**src/rtl/exp_golomb_decoder_pkg.sv**
```systemverilog
// Shared types and helpers for the order-0 Exp-Golomb decoder.
// The log2 here is the same helper the bit buffer uses for its port widths.
package exp_golomb_decoder_pkg;

  typedef enum logic [1:0] {
    StPrefix,
    StSuffix,
    StOut,
    StError
  } state_e;

  // Suffix length is prefix length plus the code order.
  localparam int unsigned EgOrder = 0;

  // Ceiling log2, never less than 1 so it is safe as a port width.
  function automatic int unsigned log2(input int unsigned x);
    int unsigned r;
    r = 1;
    for (int unsigned i = 1; i < 32; i++) begin
      if ((32'd1 << i) < x) r = i + 1;
    end
    return r;
  endfunction

endpackage

```
**src/rtl/lsb_priority_encoder.sv**
```systemverilog
// Finds the lowest set bit among the first `avail` bits of a vector.
module lsb_priority_encoder
  import exp_golomb_decoder_pkg::*;
#(
  parameter int unsigned WIDTH = 7,
  localparam int unsigned CntW = log2(WIDTH + 1),
  localparam int unsigned IdxW = log2(WIDTH)
) (
  input  logic [WIDTH-1:0] vec,
  input  logic [CntW-1:0]  avail,
  output logic             found,
  output logic [IdxW-1:0]  idx
);

  // Scan from the top so the lowest qualifying bit wins.
  always_comb begin
    found = 1'b0;
    idx   = '0;
    for (int i = int'(WIDTH) - 1; i >= 0; i--) begin
      if (vec[i] && (i < int'(avail))) begin
        found = 1'b1;
        idx   = IdxW'(i);
      end
    end
  end

endmodule

```
**src/rtl/exp_golomb_decoder.sv**
```systemverilog
// Order-0 Exp-Golomb decoder sitting on a variable-length bit buffer window.
// Drives the buffer's pop combinationally and presents values on valid/ready.
module exp_golomb_decoder
  import exp_golomb_decoder_pkg::*;
#(
  parameter int unsigned WIDTH_OUT    = 8,
  parameter int unsigned BUFFER_WIDTH = 16,
  parameter int unsigned MAX_PREFIX   = 15,
  parameter int unsigned VALUE_WIDTH  = 16
) (
  input  logic                              clk,
  input  logic                              rst,
  input  logic [WIDTH_OUT-1:0]              q,
  input  logic [log2(BUFFER_WIDTH)-1:0]     size,
  output logic [log2(WIDTH_OUT)-1:0]        pop,
  output logic [VALUE_WIDTH-1:0]            value,
  output logic                              valid,
  input  logic                              ready,
  output logic                              error
);

  localparam int unsigned Win  = WIDTH_OUT - 1;
  localparam int unsigned PopW = log2(WIDTH_OUT);
  localparam int unsigned KW   = log2(MAX_PREFIX + WIDTH_OUT);
  localparam int unsigned AccW = MAX_PREFIX + 1;
  localparam int unsigned IdxW = log2(Win);

  state_e            state_q, state_d;
  logic [KW-1:0]     k_q, k_d, rem_q, rem_d, k_sum;
  logic [AccW-1:0]   acc_q, acc_d, shifted;
  logic              valid_q, valid_d, error_q, error_d;
  logic [PopW-1:0]   avail, n, pop_c;
  logic              found;
  logic [IdxW-1:0]   idx;
  logic              unused_q_msb;

  // The top window bit is never consumed: at most Win bits pop per cycle.
  assign unused_q_msb = q[WIDTH_OUT-1];

  always_comb begin
    if (int'(size) >= int'(Win)) avail = PopW'(Win);
    else                         avail = PopW'(size);
  end

  lsb_priority_encoder #(
    .WIDTH (Win)
  ) u_lsb_enc (
    .vec   (q[Win-1:0]),
    .avail (avail),
    .found (found),
    .idx   (idx)
  );

  always_comb begin
    state_d = state_q;
    k_d     = k_q;
    acc_d   = acc_q;
    rem_d   = rem_q;
    valid_d = valid_q;
    error_d = error_q;
    pop_c   = '0;
    k_sum   = k_q;
    n       = '0;
    shifted = acc_q;
    unique case (state_q)
      StPrefix: begin
        if (avail != '0) begin
          if (found) begin
            pop_c = PopW'(idx) + PopW'(1);
            k_sum = k_q + KW'(idx);
            acc_d = AccW'(1);
          end else begin
            pop_c = avail;
            k_sum = k_q + KW'(avail);
          end
          k_d = k_sum;
          if (k_sum > KW'(MAX_PREFIX)) begin
            state_d = StError;
            error_d = 1'b1;
          end else if (found) begin
            rem_d = k_sum + KW'(EgOrder);
            if (rem_d == '0) begin
              state_d = StOut;
              valid_d = 1'b1;
            end else begin
              state_d = StSuffix;
            end
          end
        end
      end
      StSuffix: begin
        if (avail != '0) begin
          if (rem_q < KW'(avail)) n = PopW'(rem_q);
          else                    n = avail;
          // q[0] is the oldest bit, so it lands in the most significant position.
          for (int j = 0; j < int'(Win); j++) begin
            if (j < int'(n)) shifted = {shifted[AccW-2:0], q[j]};
          end
          acc_d = shifted;
          pop_c = n;
          rem_d = rem_q - KW'(n);
          if (rem_d == '0) begin
            state_d = StOut;
            valid_d = 1'b1;
          end
        end
      end
      StOut: begin
        if (ready) begin
          state_d = StPrefix;
          k_d     = '0;
          acc_d   = '0;
          valid_d = 1'b0;
        end
      end
      StError: begin
        state_d = StError;
      end
      default: state_d = StPrefix;
    endcase
  end

  always_ff @(posedge clk or negedge rst) begin
    if (!rst) begin
      state_q <= StPrefix;
      k_q     <= '0;
      acc_q   <= '0;
      rem_q   <= '0;
      valid_q <= 1'b0;
      error_q <= 1'b0;
    end else begin
      state_q <= state_d;
      k_q     <= k_d;
      acc_q   <= acc_d;
      rem_q   <= rem_d;
      valid_q <= valid_d;
      error_q <= error_d;
    end
  end

  assign pop   = rst ? pop_c : '0;
  assign value = VALUE_WIDTH'(acc_q - AccW'(1));
  assign valid = valid_q;
  assign error = error_q;

endmodule

```
**config.mk**
```make
export PLATFORM = sky130hd
export DESIGN_NAME = exp_golomb_decoder
export DESIGN_NICKNAME = d
export VERILOG_FILES = /design/src/rtl/exp_golomb_decoder_pkg.sv /design/src/rtl/lsb_priority_encoder.sv /design/src/rtl/exp_golomb_decoder.sv
export SDC_FILE = /design/constraint.sdc
export NUM_CORES = 1
export LEC_CHECK = 0
export CAP_MARGIN = 20
export CORE_ASPECT_RATIO = 0.7
export CORE_UTILIZATION = 35
export CTS_CLUSTER_SIZE = 10
export DETAILED_ROUTE_END_ITERATION = 8
export PLACE_DENSITY = 0.52
export RECOVER_POWER = 100
export SETUP_SLACK_MARGIN = 0.02
export SLEW_MARGIN = 15
export SYNTH_ARGS = -nofsm -noshare
export SYNTH_HDL_FRONTEND = slang
export SYNTH_SLANG_ARGS = --single-unit
```
**constraint.sdc**
```tcl
create_clock -name clk -period 5.9 [get_ports clk]
set_input_delay 0.59 -clock clk [delete_from_list [all_inputs] [get_ports clk]]
set_output_delay 0.59 -clock clk [all_outputs]
set_load 0.1 [all_outputs]
```
==> impl_metrics.env <==
export IMPL_pin_count_of_the_biggest_net_entering_global_routing=32
export IMPL_multi_input_area_um2=2620
export IMPL_post_cts_buffers=0
export IMPL_antennaDiodeCount=0
export IMPL_timing_reg2reg_setup_slack_ns=1.95
export IMPL_max_slew_margin_rel_pct=-21.5
export IMPL_fin_worst_skew_ns=0.00332
export IMPL_synth_seq_cells=30
export IMPL_setup_worst_path_start="size[3]"
export IMPL_timing_critical_path_to_type="output port"
export IMPL_count_of_vias_placed_by_the_detailed_router=4050
export IMPL_sinks_on_the_clock_net=30
export IMPL_wire_length_of_the_first_global_routing_pass_um=20500
export IMPL_number_of_fill_cells_in_the_layout=1022
export IMPL_final_period_minus_worst_setup_slack_ns=5.20
export IMPL_vias_per_cell=6.26
export IMPL_reg2regPathDepth=13
export IMPL_violations="capacitance limit, slew limit"
export IMPL_wirelength_um=13000
export IMPL_synth_edff_count=0
export IMPL_rsz_0062_raised_after_global_routing="no"
export IMPL_cp_capture_point="pop[2]"
export IMPL_critical_path_top_delay_family="buffers and inverters"
export IMPL_detail_route_iter0_violations=573
export IMPL_tritoncts_num_buffers=5
export IMPL_postSynthNetCount=534
export IMPL_critical_path_cell_count=12
export IMPL_postCtsResizedCells=0
export IMPL_overflow=0
export IMPL_std_cell_rows=30
export IMPL_synth_async_reset_ratio_pct=100
export IMPL_holdCritPathClass="flop to flop"
export IMPL_port_buffers=34
export IMPL_detail_route_antenna_nets=0
export IMPL_cts_root_buf="sky130_fd_sc_hd__clkbuf_16"
export IMPL_timing_critical_path_cells="dlygate4sd3_1, or2_2, inv_1, ha_1, a2111o_1, a21o_1, nand2_1, o21a_1, buf_4, a22oi_1, nor2_1, clkbuf_1"
export IMPL_synth_flop_cell="sky130_fd_sc_hd__dfrtp_1"
export IMPL_final_nets=549
export IMPL_wl_per_cell_um=20.0
export IMPL_gr_usage_all_layers_pct=25.4
export IMPL_synth_yosys_seq_area_share_pct=20.6
export IMPL_slowest_stage="sky130_fd_sc_hd__clkbuf_1"
export IMPL_i_o_pin_count=36
export IMPL_final_layout_size_suffix_gt1_share_pct=7.32
export IMPL_layout_worst_path_cycle_share_pct=88.1
export IMPL_seqCellArea_um2=751
export IMPL_clock_insertion_delay_worst_skew_ns=0.30
export IMPL_drt_pass1_iterations=5
export IMPL_yosysWarnings=0
export IMPL_crit_path_start_kind="input port"
export IMPL_cp_data_required_time_ns=5.31
export IMPL_setup_tns_final_ns=0
export IMPL_r2r_start="rem_q[2]"
export IMPL_grt_antenna_before_repair=0
export IMPL_result_of_the_run="complete, but fails checks"
export IMPL_finalWeightedCongestion=0.923
export IMPL_floorplan_die_height_um=87.5
export IMPL_timing_hold_violations_final=0
export IMPL_dieWidth_um=124
export IMPL_start_util_pct=36.8
export IMPL_worstMarginPinSlew_ns=1.82
export IMPL_flow_area_growth_from_synthesis_pct=14.5
export IMPL_worstPathBufferInverterCount=4
export IMPL_cts_max_path_buffers=2
export IMPL_cts_reportedPaths_clkPinSlew_ns=0.05
export IMPL_clock_fmax_ghz=0.192
export IMPL_synth_cell_area_um2=3650
export IMPL_drt_drc_violations_left=0
export IMPL_vias_in_the_first_global_route=3522
export IMPL_slew_viol_final=32
export IMPL_biggest_cell_delay_along_the_critical_path_ns=0.87
export IMPL_netlist_instances=503
export IMPL_dieArea_um2=10900
export IMPL_cap_violations=1
export IMPL_setup_viol=0
export IMPL_tritoncts="done"
export IMPL_holdBufCountCts=0
export IMPL_synthesized_area_divided_by_synthesized_cell_count_um2=7.26
export IMPL_place_detailed_hpwl_um=9520
export IMPL_synth_lib_cells_used_distinct=72
export IMPL_path_max_fanout=17
export IMPL_crit_type="input port to output port"
export IMPL_core_ar_um2=9910
export IMPL_clock_tree_htree_level_count=2
export IMPL_worst_ep_arrival_time_ns=4.61
export IMPL_critical_path_reg2reg_endpoint="state_q[0]"
[metrics by stage]
stage / setup slack, ns / hold WS, ns / instances / instance area (um2) / utilization (%)
global placement: 1.02 / 0.462 / 639 / 4060 / 41.0
detailed placement: 0.892 / 0.455 / 639 / 4060 / 41.0
CTS: 1.19 / 0.483 / 647 / 4210 / 42.5
finish: 0.703 / 0.468 / 647 / 4180 / 42.2
floorplan: 1.16 / 0.294 / 503 / 3650 / -
global route: 0.564 / 0.510 / 647 / 4180 / 42.2
[cell families (layout without fill, tap and decap cells)]
family | after synthesis | in the layout | synth area share, %
simple gates | 173 | 173 | 21.5
xor+xnor | 18 | 18 | 4.32
mux | 12 | 12 | 3.32
buf+inv | 60 | 76 | 7.13
fa+ha+maj | 16 | 16 | 5.89
compound gates | 194 | 194 | 37.3
flops | 30 | 30 | 20.6
[how the worst min path moves through the flow]
stage                     cells after the start       end  start  slack (ns)
after floorplan                               0  acc_q[0]    rst        0.29
after detailed placement                      1     error  error        0.46
after global routing                          1     error  error        0.51
after global placement                        1     error  error        0.46
after CTS                                     1     error  error        0.48
final                                         1     error  error        0.47
[registers in the layout, indices dropped and copies added, names as in the netlist]
name	cells
rem_q	5
k_q	5
valid	1
acc_q	16
state_q	2
error	1
[layout by cell type, fill, tap and decap left out, types with 4 or more instances in the layout]
| cell type | netlist | layout |
|---|---|---|
| sky130_fd_sc_hd__nand2_1 | 69 | 69 |
| sky130_fd_sc_hd__o22ai_1 | 8 | 8 |
| sky130_fd_sc_hd__a21oi_1 | 33 | 33 |
| sky130_fd_sc_hd__dfrtp_1 | 30 | 30 |
| sky130_fd_sc_hd__a31oi_1 | 9 | 10 |
| sky130_fd_sc_hd__nand2b_1 | 6 | 6 |
| sky130_fd_sc_hd__nor2_1 | 39 | 40 |
| sky130_fd_sc_hd__xor2_1 | 10 | 10 |
| sky130_fd_sc_hd__xnor2_1 | 8 | 8 |
| sky130_fd_sc_hd__dlygate4sd3_1 | 0 | 21 |
| sky130_fd_sc_hd__inv_1 | 19 | 19 |
| sky130_fd_sc_hd__nor3_1 | 16 | 16 |
| sky130_fd_sc_hd__o211ai_1 | 7 | 7 |
| sky130_fd_sc_hd__o21ai_0 | 48 | 51 |
| sky130_fd_sc_hd__o21a_1 | 4 | 4 |
| sky130_fd_sc_hd__clkdlybuf4s50_1 | 0 | 10 |
| sky130_fd_sc_hd__mux2i_1 | 11 | 11 |
| sky130_fd_sc_hd__nand3_1 | 15 | 15 |
| sky130_fd_sc_hd__and3_1 | 7 | 7 |
| sky130_fd_sc_hd__clkbuf_16 | 0 | 5 |
| sky130_fd_sc_hd__a22oi_1 | 5 | 5 |
| sky130_fd_sc_hd__a211oi_1 | 16 | 16 |
| sky130_fd_sc_hd__a21o_1 | 9 | 10 |
| sky130_fd_sc_hd__a32oi_1 | 5 | 5 |
| sky130_fd_sc_hd__a32o_1 | 4 | 4 |
| sky130_fd_sc_hd__buf_4 | 4 | 12 |
| sky130_fd_sc_hd__ha_1 | 14 | 14 |
[Yosys cell counts, drive strengths merged, types with 5 or more instances]
cell	instances	share of area [%]
a211oi	17	3.6
a21o	10	2.1
a21oi	35	5.0
a22oi	5	1.0
a31oi	10	1.9
a32oi	5	1.2
and3	7	1.2
buf	17	2.7
clkbuf	22	2.3
dfrtp	30	21
ha	14	4.8
inv	20	2.1
mux2i	11	3.0
nand2	70	7.3
nand2b	6	1.0
nand3	15	2.1
nor2	41	4.4
nor3	17	2.5
o211ai	7	1.4
o21ai	53	7.3
o22ai	8	1.4
xnor2	8	1.9
xor2	10	2.4
[cell type report]
type / instances / area share (%)
Clock buffer: 6 / 3.32
Clock inverter: 2 / 0.299
Inverter: 21 / 1.89
Multi-Input combinational cell: 413 / 62.7
Sequential cell: 30 / 18.0
Tap cell: 128 / 3.83
Timing Repair Buffer: 47 / 9.97
[per-layer routing]
| layer | up-vias | GRT usage, % | wire length (um) |
|---|---|---|---|
| li1 | 1898 | - | - |
| met1 | 1920 | 41.1 | 6520 |
| met2 | 221 | 32.0 | 4990 |
| met3 | 11 | 6.87 | 1350 |
| met4 | 0 | 4.65 | 113 |
| met5 | - | 0 | 0 |
Power is not shown: default switching activity piles up to over one toggle a cycle in this logic, so the estimate is an artifact.
